### src/rtl/noc_pkg.sv
// Shared NoC router types: port index width, port directions and the
// per-output allocator state used by switch_allocator.
package noc_pkg;

  localparam int PORT_NUM = 5;
  localparam int PORT_W   = 3;

  typedef logic [PORT_W-1:0] port_idx_t;

  typedef enum logic [PORT_W-1:0] {
    LOCAL = 0,
    NORTH,
    EAST,
    SOUTH,
    WEST
  } port_e;

  typedef enum logic {
    IDLE,
    BUSY
  } out_state_e;

endpackage

### src/rtl/rr_arbiter.sv
// Combinational round-robin arbiter: first requester at or after ptr wins,
// wrapping modulo N. Produces a one-hot grant and the winner's index.
module rr_arbiter #(
  parameter int N = 5,
  parameter int W = 3
) (
  input  logic [N-1:0] req,
  input  logic [W-1:0] ptr,
  output logic [N-1:0] gnt,
  output logic [W-1:0] idx
);

  logic found;

  // Two linear passes (upper segment from ptr, then from 0) replace a modulo search.
  always_comb begin
    gnt   = '0;
    idx   = '0;
    found = 1'b0;
    for (int unsigned i = 0; i < N; i++) begin
      if (!found && req[i] && (i >= 32'(ptr))) begin
        found  = 1'b1;
        gnt[i] = 1'b1;
        idx    = W'(i);
      end
    end
    for (int unsigned i = 0; i < N; i++) begin
      if (!found && req[i]) begin
        found  = 1'b1;
        gnt[i] = 1'b1;
        idx    = W'(i);
      end
    end
  end

endmodule

### src/rtl/switch_allocator.sv
// Per-router switch allocator: one wormhole-locked round-robin arbiter per output.
// Optional SWA_PERF_CNT_EN adds saturating per-output grant and per-input stall counters.
module switch_allocator #(
  parameter int IN_NUM  = 5,
  parameter int OUT_NUM = 5,
  parameter int PORT_W  = 3
) (
  input  logic                      clk,
  input  logic                      rst,
  input  logic [IN_NUM-1:0]         req,
  input  logic [IN_NUM*PORT_W-1:0]  dest,
  output logic [IN_NUM-1:0]         grant,
  output logic [OUT_NUM*PORT_W-1:0] xbar_sel,
  output logic [OUT_NUM-1:0]        out_busy,
  output logic [IN_NUM-1:0]         dest_err
`ifdef SWA_PERF_CNT_EN
  ,
  output logic [OUT_NUM*16-1:0]     grant_cnt,
  output logic [IN_NUM*16-1:0]      stall_cnt
`endif
);

  import noc_pkg::*;

  out_state_e        state_q [OUT_NUM];
  out_state_e        state_n [OUT_NUM];
  logic [PORT_W-1:0] owner_q [OUT_NUM];
  logic [PORT_W-1:0] owner_n [OUT_NUM];
  logic [PORT_W-1:0] ptr_q   [OUT_NUM];
  logic [PORT_W-1:0] ptr_n   [OUT_NUM];
  logic [PORT_W-1:0] arb_idx [OUT_NUM];
  logic [IN_NUM-1:0] elig    [OUT_NUM];
  logic [IN_NUM-1:0] arb_gnt [OUT_NUM];
  logic [IN_NUM-1:0] grant_n;
  logic [IN_NUM-1:0] err_n;

  // Already-granted inputs are excluded everywhere, which also blocks a
  // released owner from re-winning on its release edge.
  always_comb begin
    for (int unsigned o = 0; o < OUT_NUM; o++) begin
      elig[o] = '0;
      for (int unsigned i = 0; i < IN_NUM; i++) begin
        elig[o][i] = req[i] && !grant[i] &&
                     (dest[i*PORT_W +: PORT_W] == PORT_W'(o));
      end
    end
    for (int unsigned i = 0; i < IN_NUM; i++) begin
      err_n[i] = req[i] && (32'(dest[i*PORT_W +: PORT_W]) >= OUT_NUM);
    end
  end

  for (genvar o = 0; o < OUT_NUM; o++) begin : g_out
    rr_arbiter #(
      .N(IN_NUM),
      .W(PORT_W)
    ) u_arb (
      .req(elig[o]),
      .ptr(ptr_q[o]),
      .gnt(arb_gnt[o]),
      .idx(arb_idx[o])
    );
  end

  always_comb begin
    grant_n = '0;
    for (int unsigned o = 0; o < OUT_NUM; o++) begin
      state_n[o] = state_q[o];
      owner_n[o] = owner_q[o];
      ptr_n[o]   = ptr_q[o];
      case (state_q[o])
        IDLE: begin
          if (|arb_gnt[o]) begin
            state_n[o] = BUSY;
            owner_n[o] = arb_idx[o];
            ptr_n[o]   = (arb_idx[o] == PORT_W'(IN_NUM - 1)) ? '0
                                                             : arb_idx[o] + PORT_W'(1);
          end
        end
        BUSY: begin
          if (!req[owner_q[o]]) state_n[o] = IDLE;
        end
        default: state_n[o] = IDLE;
      endcase
      for (int unsigned i = 0; i < IN_NUM; i++) begin
        if ((state_n[o] == BUSY) && (owner_n[o] == PORT_W'(i))) grant_n[i] = 1'b1;
      end
    end
  end

  always_ff @(posedge clk or negedge rst) begin
    if (!rst) begin
      grant    <= '0;
      dest_err <= '0;
      for (int unsigned o = 0; o < OUT_NUM; o++) begin
        state_q[o] <= IDLE;
        owner_q[o] <= '0;
        ptr_q[o]   <= '0;
      end
    end else begin
      grant    <= grant_n;
      dest_err <= err_n;
      for (int unsigned o = 0; o < OUT_NUM; o++) begin
        state_q[o] <= state_n[o];
        owner_q[o] <= owner_n[o];
        ptr_q[o]   <= ptr_n[o];
      end
    end
  end

  always_comb begin
    xbar_sel = '0;
    out_busy = '0;
    for (int unsigned o = 0; o < OUT_NUM; o++) begin
      xbar_sel[o*PORT_W +: PORT_W] = owner_q[o];
      out_busy[o]                  = (state_q[o] == BUSY);
    end
  end

`ifdef SWA_PERF_CNT_EN
  always_ff @(posedge clk or negedge rst) begin
    if (!rst) begin
      grant_cnt <= '0;
      stall_cnt <= '0;
    end else begin
      for (int unsigned o = 0; o < OUT_NUM; o++) begin
        if ((state_q[o] == IDLE) && (state_n[o] == BUSY) && (grant_cnt[o*16 +: 16] != 16'hFFFF))
          grant_cnt[o*16 +: 16] <= grant_cnt[o*16 +: 16] + 16'd1;
      end
      for (int unsigned i = 0; i < IN_NUM; i++) begin
        if (req[i] && !grant[i] && (stall_cnt[i*16 +: 16] != 16'hFFFF))
          stall_cnt[i*16 +: 16] <= stall_cnt[i*16 +: 16] + 16'd1;
      end
    end
  end
`endif

endmodule

### config.mk
export PLATFORM = sky130hd
export DESIGN_NAME = switch_allocator
export DESIGN_NICKNAME = d
export VERILOG_FILES = /design/src/rtl/noc_pkg.sv /design/src/rtl/rr_arbiter.sv /design/src/rtl/switch_allocator.sv
export SDC_FILE = /design/constraint.sdc
export NUM_CORES = 1
export LEC_CHECK = 0
export CAP_MARGIN = 40
export CORE_MARGIN = 5
export CORE_UTILIZATION = 50
export DETAILED_ROUTE_END_ITERATION = 6
export PLACE_DENSITY = 0.78
export SLEW_MARGIN = 20
export SYNTH_ARGS = -nofsm -noshare
export SYNTH_HDL_FRONTEND = slang
export SYNTH_HIERARCHICAL = 1
export SYNTH_SLANG_ARGS = --single-unit
### constraint.sdc
create_clock -name clk -period 5.55 [get_ports clk]
set_input_delay 1.11 -clock clk [delete_from_list [all_inputs] [get_ports clk]]
set_output_delay 1.11 -clock clk [all_outputs]
set_load 0.03 [all_outputs]
==> results of run 1 <==
==> flip-flops by register name, summed over array words and instances, names as in the netlist <==
name and cells:
xbar_sel 15, out_busy 5, ptr_q 15, dest_err 5
grant 5
==> power by group <==
group | internal, mW | switching, mW
clock | 0.147 | 0.125
sequential | 0.441 | 0.222
combinational | 0.485 | 0.587
total | 1.07 | 0.933
==> area by class of cell <==
cell class | instances | area [um2]
fill | 744 | 3210
sequential | 45 | 1130
clock buffer | 7 | 86.3
inverter | 35 | 131
multi-input combinational | 411 | 2940
timing repair buffer | 61 | 601
clock inverter | 1 | 30.0
tap | 105 | 131
==> how the worst max path moves through the flow <==
stage | start | to | slack (ns) | depth (start not counted)
2_1_floorplan | dest[5] | grant[4]$_DFF_PN0_ | 1.45 | 12
5_1_grt | req[0] | grant[4]$_DFF_PN0_ | 0.55 | 12
3_5_place_dp | req[0] | grant[4]$_DFF_PN0_ | 0.61 | 12
4_1_cts | req[0] | grant[4]$_DFF_PN0_ | 0.94 | 12
3_3_place_gp | req[0] | grant[4]$_DFF_PN0_ | 0.79 | 14
6_report | req[0] | grant[4]$_DFF_PN0_ | 0.87 | 12
==> layer usage <==
layer | global-route usage, % | vias up | wire length [um]
met5 | 0 | - | 0
met4 | 6.86 | 0 | 203
met3 | 3.14 | 16 | 799
met2 | 40.5 | 153 | 5920
met1 | 32.2 | 2006 | 5350
li1 | - | 1991 | -
==> cells in the final DEF, fill, tap and decap left out, types with 5 or more instances in the layout <==
| cell type | netlist | final |
|---|---|---|
| or4_1 | 5 | 5 |
| a21oi_2 | 5 | 5 |
| o21ai_1 | 11 | 11 |
| nor3b_1 | 14 | 14 |
| nor3_1 | 19 | 19 |
| o211ai_1 | 5 | 5 |
| o31ai_1 | 5 | 5 |
| clkdlybuf4s50_1 | 0 | 50 |
| clkbuf_8 | 0 | 6 |
| a21o_1 | 6 | 6 |
| nor4_1 | 10 | 10 |
| dfrtp_1 | 45 | 45 |
| mux2i_1 | 15 | 15 |
| nand3_1 | 9 | 9 |
| and3_1 | 9 | 9 |
| buf_4 | 1 | 9 |
| mux2_2 | 17 | 17 |
| o31ai_2 | 6 | 6 |
| or3_1 | 5 | 5 |
| o311a_1 | 5 | 5 |
| o221a_1 | 10 | 10 |
| ha_1 | 10 | 10 |
| or4b_4 | 5 | 5 |
| o311ai_4 | 5 | 5 |
| o32a_4 | 5 | 5 |
| nand2_1 | 45 | 45 |
| nand3b_1 | 9 | 9 |
| or2b_1 | 5 | 5 |
| a21oi_1 | 22 | 22 |
| nor2_1 | 59 | 59 |
| o21ai_0 | 24 | 24 |
| nand2b_1 | 17 | 17 |
| inv_1 | 35 | 35 |
| nor2b_1 | 8 | 8 |
==> kinds of logic after synthesis <==
kind of cell | count (synthesis) | synth area share (%)
flops | 45 | 26.4
simple gates | 234 | 29.9
compound gates | 133 | 27.0
fa+ha+maj | 10 | 2.94
buf+inv | 46 | 4.52
mux | 34 | 9.16
==> critical path, delay by kind of cell <==
kind | cells | cell delay, ns
AND/OR/NAND/NOR | 6 | 1.78
AO/OA/AOI/OAI | 5 | 1.27
buffers and inverters | 1 | 0.69
==> stage by stage <==
stage	instances	utilization [%]	power (mW)	hold slack, ns
after floorplan	502	-	1.37	0.562
after global placement	655	59.3	1.69	0.588
after detailed placement	657	59.7	1.72	0.575
after CTS	665	61.1	2.00	0.602
after global routing	665	61.1	2.14	0.647
final	665	61.1	2.01	0.611
==> impl_results.md, run 1 <==
* Die H at around 100 um
* H-tree levels at 2
* CTS max path bufs at 2
* Minimum clock period at ~4.7 ns
* Grt total ovfl at 0
* Synthesized area at about 0.0043 mm2
* Crit path max fanout at 10
* Syn nets at 534
* Cell mode on critical path: nor3_1
* Reg2Reg Setup Slack at 1.94 ns
* DRT Pass-1 Iters at 6
* Post-synth EDFFs at 0
* Post-DRT Antenna Nets at 0
* Dpl hpwl at roughly 9.5 mm
* Post-synthesis sequential area ratio at between 20% and 30%
* WHS Path Cells at 1
* Place WS at 0.606 ns
* DIE WIDTH at 102 um
* Hold crit path type: register to register
* CTS tree: done
* Crit path required time at approximately 5.7 ns
* Final Hold Vio Count at 0
* Total negative setup slack at 0 ns
* Clock Pin Slew Worst Setup and Hold Paths at 0.10 ns
* Vias in the first global route at roughly 4k
* Post-synth top flop: dfrtp_1
* Setup Skew at approximately 0.012 ns
* CP endpoint kind: register
* Wire per inst at 18.5 um
* N_diodes at 0
* Post-CTS Setup Bufs at 0
* Crit-path cells: clkdlybuf4s50_1 > or3b_2 > nor3_1 > nand2b_1 > a21oi_2 > nor4_1 > o311a_1 > nor3_1 > a21oi_1 > and4_1 > a2111oi_2 > o311ai_1
* Maximum VDD drop at about 210 uV
* CTS Buf Count at 5
* Async set-or-reset flop fraction in the synthesized netlist at 100%
* Achievable Freq at 0.214 GHz
* Ranking of synthesized cells by area: dfrtp_1 (26%), nor2_1 (5.2%), mux2_2 (4.5%)
* Slew @ Worst Pin at 0.777 ns
* Clock sinks at 45
* Resized Gates After CTS at 0
* Placer Congestion at 0.922
* R2r endpoint: grant[4]$_DFF_PN0_
* DR iter-0 viols at 203
* Top-count cell post-synth: nor2_1
* Max_slew headroom at between 40% and 50%
* Global-route wire length before repair at 20.1 mm
* Initial Utilization at between 50% and 60%
* Worst-Skew Late Latency at roughly 0.3 ns
* Layout cell share with drive strength beyond 1 at between 10% and 20%
* Yosys top cell area share at a little over a quarter
* Hold_buf cts at 0
* Cell Pwr Density at 397 mW/mm2
* Worst setup margin at slightly below 0.9 ns
* Synth cell count leaders: nor2_1 (59), dfrtp_1 (45), nand2_1 (45)
* Number of max-cap violations at 0
* Final setup viols at 0
* Via/cell ratio at roughly 6.3
* Initial antenna violation count at 0
* Crit start category: input pin
* Avg Cell Area, Syn at between 8 and 9 um2
* Hold Path Sink: out_busy[4]$_DFF_PN0_
* CP max stage cell: clkdlybuf4s50_1
* RSZ-0062 raised after global routing: no
* Max Slew Vio Count at 0
* Crit path arrival time at about 4.9 ns
* Post-synth top area cell: dfrtp_1
* Number of library cell types mapped by synthesis at 63
* Area grow syn2layout at 18.5%
* IO Pins at 52
* Peak per-stage delay on the critical path at 0.69 ns
* Hold Path Origin: out_busy[4]$_DFF_PN0_
* Routed via count at 4166
* Rows at 33
* Worst r2r src: grant[0]$_DFF_PN0_
* Worst Setup Path Type: input pin to register
* Leakage power at 2.00 nW
* Final nets at about 590
* Syn Inst Count at around 500
* Die area at roughly 0.010 mm2
* Final Cell Area at about 0.005 mm2
* Final WL at between 10 and 15 mm
* GRT Resource Usage Total at between 20% and 30%
* PortBufs at 51
* Largest net degree at the start of global routing at 24
* # DRC at 0
* YS warnings at 6
* Reg2reg path depth at 11
* Flops & latches, synth at between 40 and 50
* DP Area at roughly 0.005 mm2
* Final period util at between 80% and 90%
* Status: finished, final reports clean
* Root Buffer: clkbuf_8
* Core region area at about 0.0083 mm2
No activity file was read; power rests on OpenSTA's default activity.
==> run 2: changes to the inputs <==
- clock period: 5.55 -> 4.88 ns (I/O delays scaled with it)
==> run 2 against run 1 <==
Net effect: wire length rose by 2.1%; hold slack lost 0.011 ns; sequential cell count is the same; sequential power rose by 14%; via count up 2.3%; core utilization rose by 0.23 points; first-iteration DRC count up 110%; register-to-register slack worse by 0.57 ns; setup slack got worse by 0.40 ns; combinational power grew 15%; critical endpoint unchanged.
==> impl_results.md, run 2 (synthesized netlist as in run 1, its figures left out) <==
* Achievable Freq at between 0.2 and 0.25 GHz
* Clock Pin Slew Worst Setup and Hold Paths at 0.10 ns (about the same)
* Max_slew headroom at 45.7% (-2.1 points)
* Placer Congestion at 0.907 (-1.6%)
* Root Buffer: clkbuf_8
* DP Area at 0.00498 mm2 (+0.91%)
* Area grow syn2layout at 18.9%
* RSZ-0062 raised after global routing: no
* # DRC at 0 (unchanged)
* DR iter-0 viols at 430 (+110%)
* GRT Resource Usage Total at 24.3% (+0.27 points)
* Die area at 0.0105 mm2 (unchanged)
* Worst r2r src: grant[2]$_DFF_PN0_
* Commonest non-fill, non-tap cell in the layout: nor2_1
* Total negative setup slack at 0 ns (unchanged)
* Grt total ovfl at 0 (unchanged)
* Post-CTS Setup Bufs at 0 (unchanged)
* CTS max path bufs at 2 (unchanged)
* DRT Pass-1 Iters at 6 (unchanged)
* Crit path max fanout at 9 (-1)
* Worst-Skew Late Latency at 0.32 ns (+0.02 ns)
* Layout cell share with drive strength beyond 1 at 14.1% (+1.3 points)
* H-tree levels at 2 (unchanged)
* Dpl hpwl at 9.80 mm (+2.7%)
* Final Hold Vio Count at 0 (unchanged)
* DP Cell Count at 664 (+1.1%)
* Layout Cells excl Fill at 672 (+1.1%)
* Hold_buf cts at 0 (unchanged)
* Maximum VDD drop at 214 uV (+1.9%)
* Logic pwr share at 54.8% (+1.4 points)
* Switching portion of total power at 48.1% (+1.6 points)
* Initial antenna violation count at 0 (unchanged)
* CTS Buf Count at 5 (unchanged)
* CTS tree: done
* Clock sinks at 45 (unchanged)
* Initial Utilization at 51.6% (unchanged)
* Crit path required time at 5.05 ns (-0.67 ns)
* Hold slack at 0.599 ns (-0.0113 ns)
* Setup Skew at 0.00968 ns (-0.00236 ns)
* PnR Total Power at 2.24 mW (+11%)
* Crit path arrival time at 4.57 ns (-0.28 ns)
* CP endpoint kind: register
* R2r endpoint: grant[4]$_DFF_PN0_
* Resized Gates After CTS at 0 (unchanged)
* Cell Pwr Density at 441 mW/mm2 (+11%)
* Die H at 102 um (unchanged)
* Status: finished, final reports clean
* PortBufs at 51 (unchanged)
* Reg2Reg Setup Slack at 1.37 ns (-0.57 ns)
* DIE WIDTH at 102 um (unchanged)
* Reg2reg path depth at 12 (+1)
* Final Cell Area at 0.00507 mm2 (+0.37%)
* Final setup viols at 0 (unchanged)
* Core region area at 0.00826 mm2 (unchanged)
* Final period util at 90.3%
* Vias in the first global route at 3965 (-0.60%)
* Leading cell types in the layout, fill and taps excluded: nor2_1 (59), clkdlybuf4s50_1 (50), nand2_1 (45), dfrtp_1 (45), inv_1 (35)
* Routed via count at 4262 (+2.3%)
* Psw at 1.08 mW (+15%)
* Reg power frac at 33.7% (+0.6 points)
* Max Slew Vio Count at 0 (unchanged)
* Largest net degree at the start of global routing at 28 (+17%)
* Worst Setup Path Type: input pin to register
* Hold crit path type: input pin to async pin
* Power Internal at 1.16 mW (+8.1%)
* Final WL at 12.5 mm (+2.1%)
* Leakage power at 2.02 nW (+0.93%)
* Wire per inst at 18.6 um (+1.0%)
* Minimum clock period at 4.41 ns
* N_diodes at 0 (unchanged)
* Rows at 33 (unchanged)
* # fillers at 707 (-5.0%)
* Number of max-cap violations at 0 (unchanged)
* Crit start category: input pin
* IO Pins at 52 (unchanged)
* Via/cell ratio at 6.34 (+1.2%)
* Slew @ Worst Pin at 0.814 ns (+0.0368 ns)
* Global-route wire length before repair at 19.9 mm (-0.72%)
* Final nets at 598 (+1.2%)
* Clk pwr share at 11.5% (-2.1 points)
* Post-DRT Antenna Nets at 0 (unchanged)
==> run 2: worst max-delay path, cell delays in order <==
cell             delay (ns)
clkdlybuf4s50_1        0.50
inv_1                  0.13
nor3_1                 0.38
nand2_1                0.09
nor2_1                 0.31
inv_1                  0.17
a21oi_2                0.25
nor4_1                 0.08
o311a_1                0.34
nor3_2                 0.19
a21o_1                 0.35
mux2i_1                0.16
a2111oi_2              0.46
o311ai_1               0.18
==> run 2: worst max path at each step <==
stage | startpoint | endpoint | cells past startpoint
6_report | req[2] | grant[4]$_DFF_PN0_ | 14
5_1_grt | req[2] | grant[4]$_DFF_PN0_ | 14
4_1_cts | req[2] | grant[4]$_DFF_PN0_ | 14
3_5_place_dp | req[2] | grant[4]$_DFF_PN0_ | 14
3_3_place_gp | req[2] | grant[4]$_DFF_PN0_ | 14
2_1_floorplan | dest[5] | grant[4]$_DFF_PN0_ | 12
==> run 2: layout make-up <==
cell class / instances / area (um2) / share of cell area [%]
Multi-Input combinational cell: 411 / 2940 / 58.1
Timing Repair Buffer: 68 / 646 / 12.7
Tap cell: 105 / 131 / 2.59
Inverter: 35 / 131 / 2.59
Sequential cell: 45 / 1130 / 22.2
Clock inverter: 3 / 21.3 / 0.420
Clock buffer: 5 / 68.8 / 1.36
==> run 2: power groups by stage <==
stage	Clock, mW	Combinational [mW]	Sequential (mW)
CTS	0.257	1.22	0.744
detailed placement	0	1.22	0.750
global route	0.269	1.33	0.780
floorplan	0	0.735	0.820
global placement	0	1.18	0.745
finish	0.257	1.23	0.753
==> run 2: routing by layer <==
metal	track usage [%]	vias to the layer above	part of all wire, %
li1	-	2018	-
met3	2.80	13	6.8
met5	0	-	0
met2	42.1	191	50
met4	6.66	0	1.4
met1	32.0	2040	42
==> run 2: stage by stage <==
stage / setup slack (ns) / util [%]
finish: 0.472 / 61.4
detailed placement: 0.244 / 60.3
global placement: 0.450 / 60.0
floorplan: 0.911 / -
global route: 0.289 / 61.4
CTS: 0.545 / 61.4
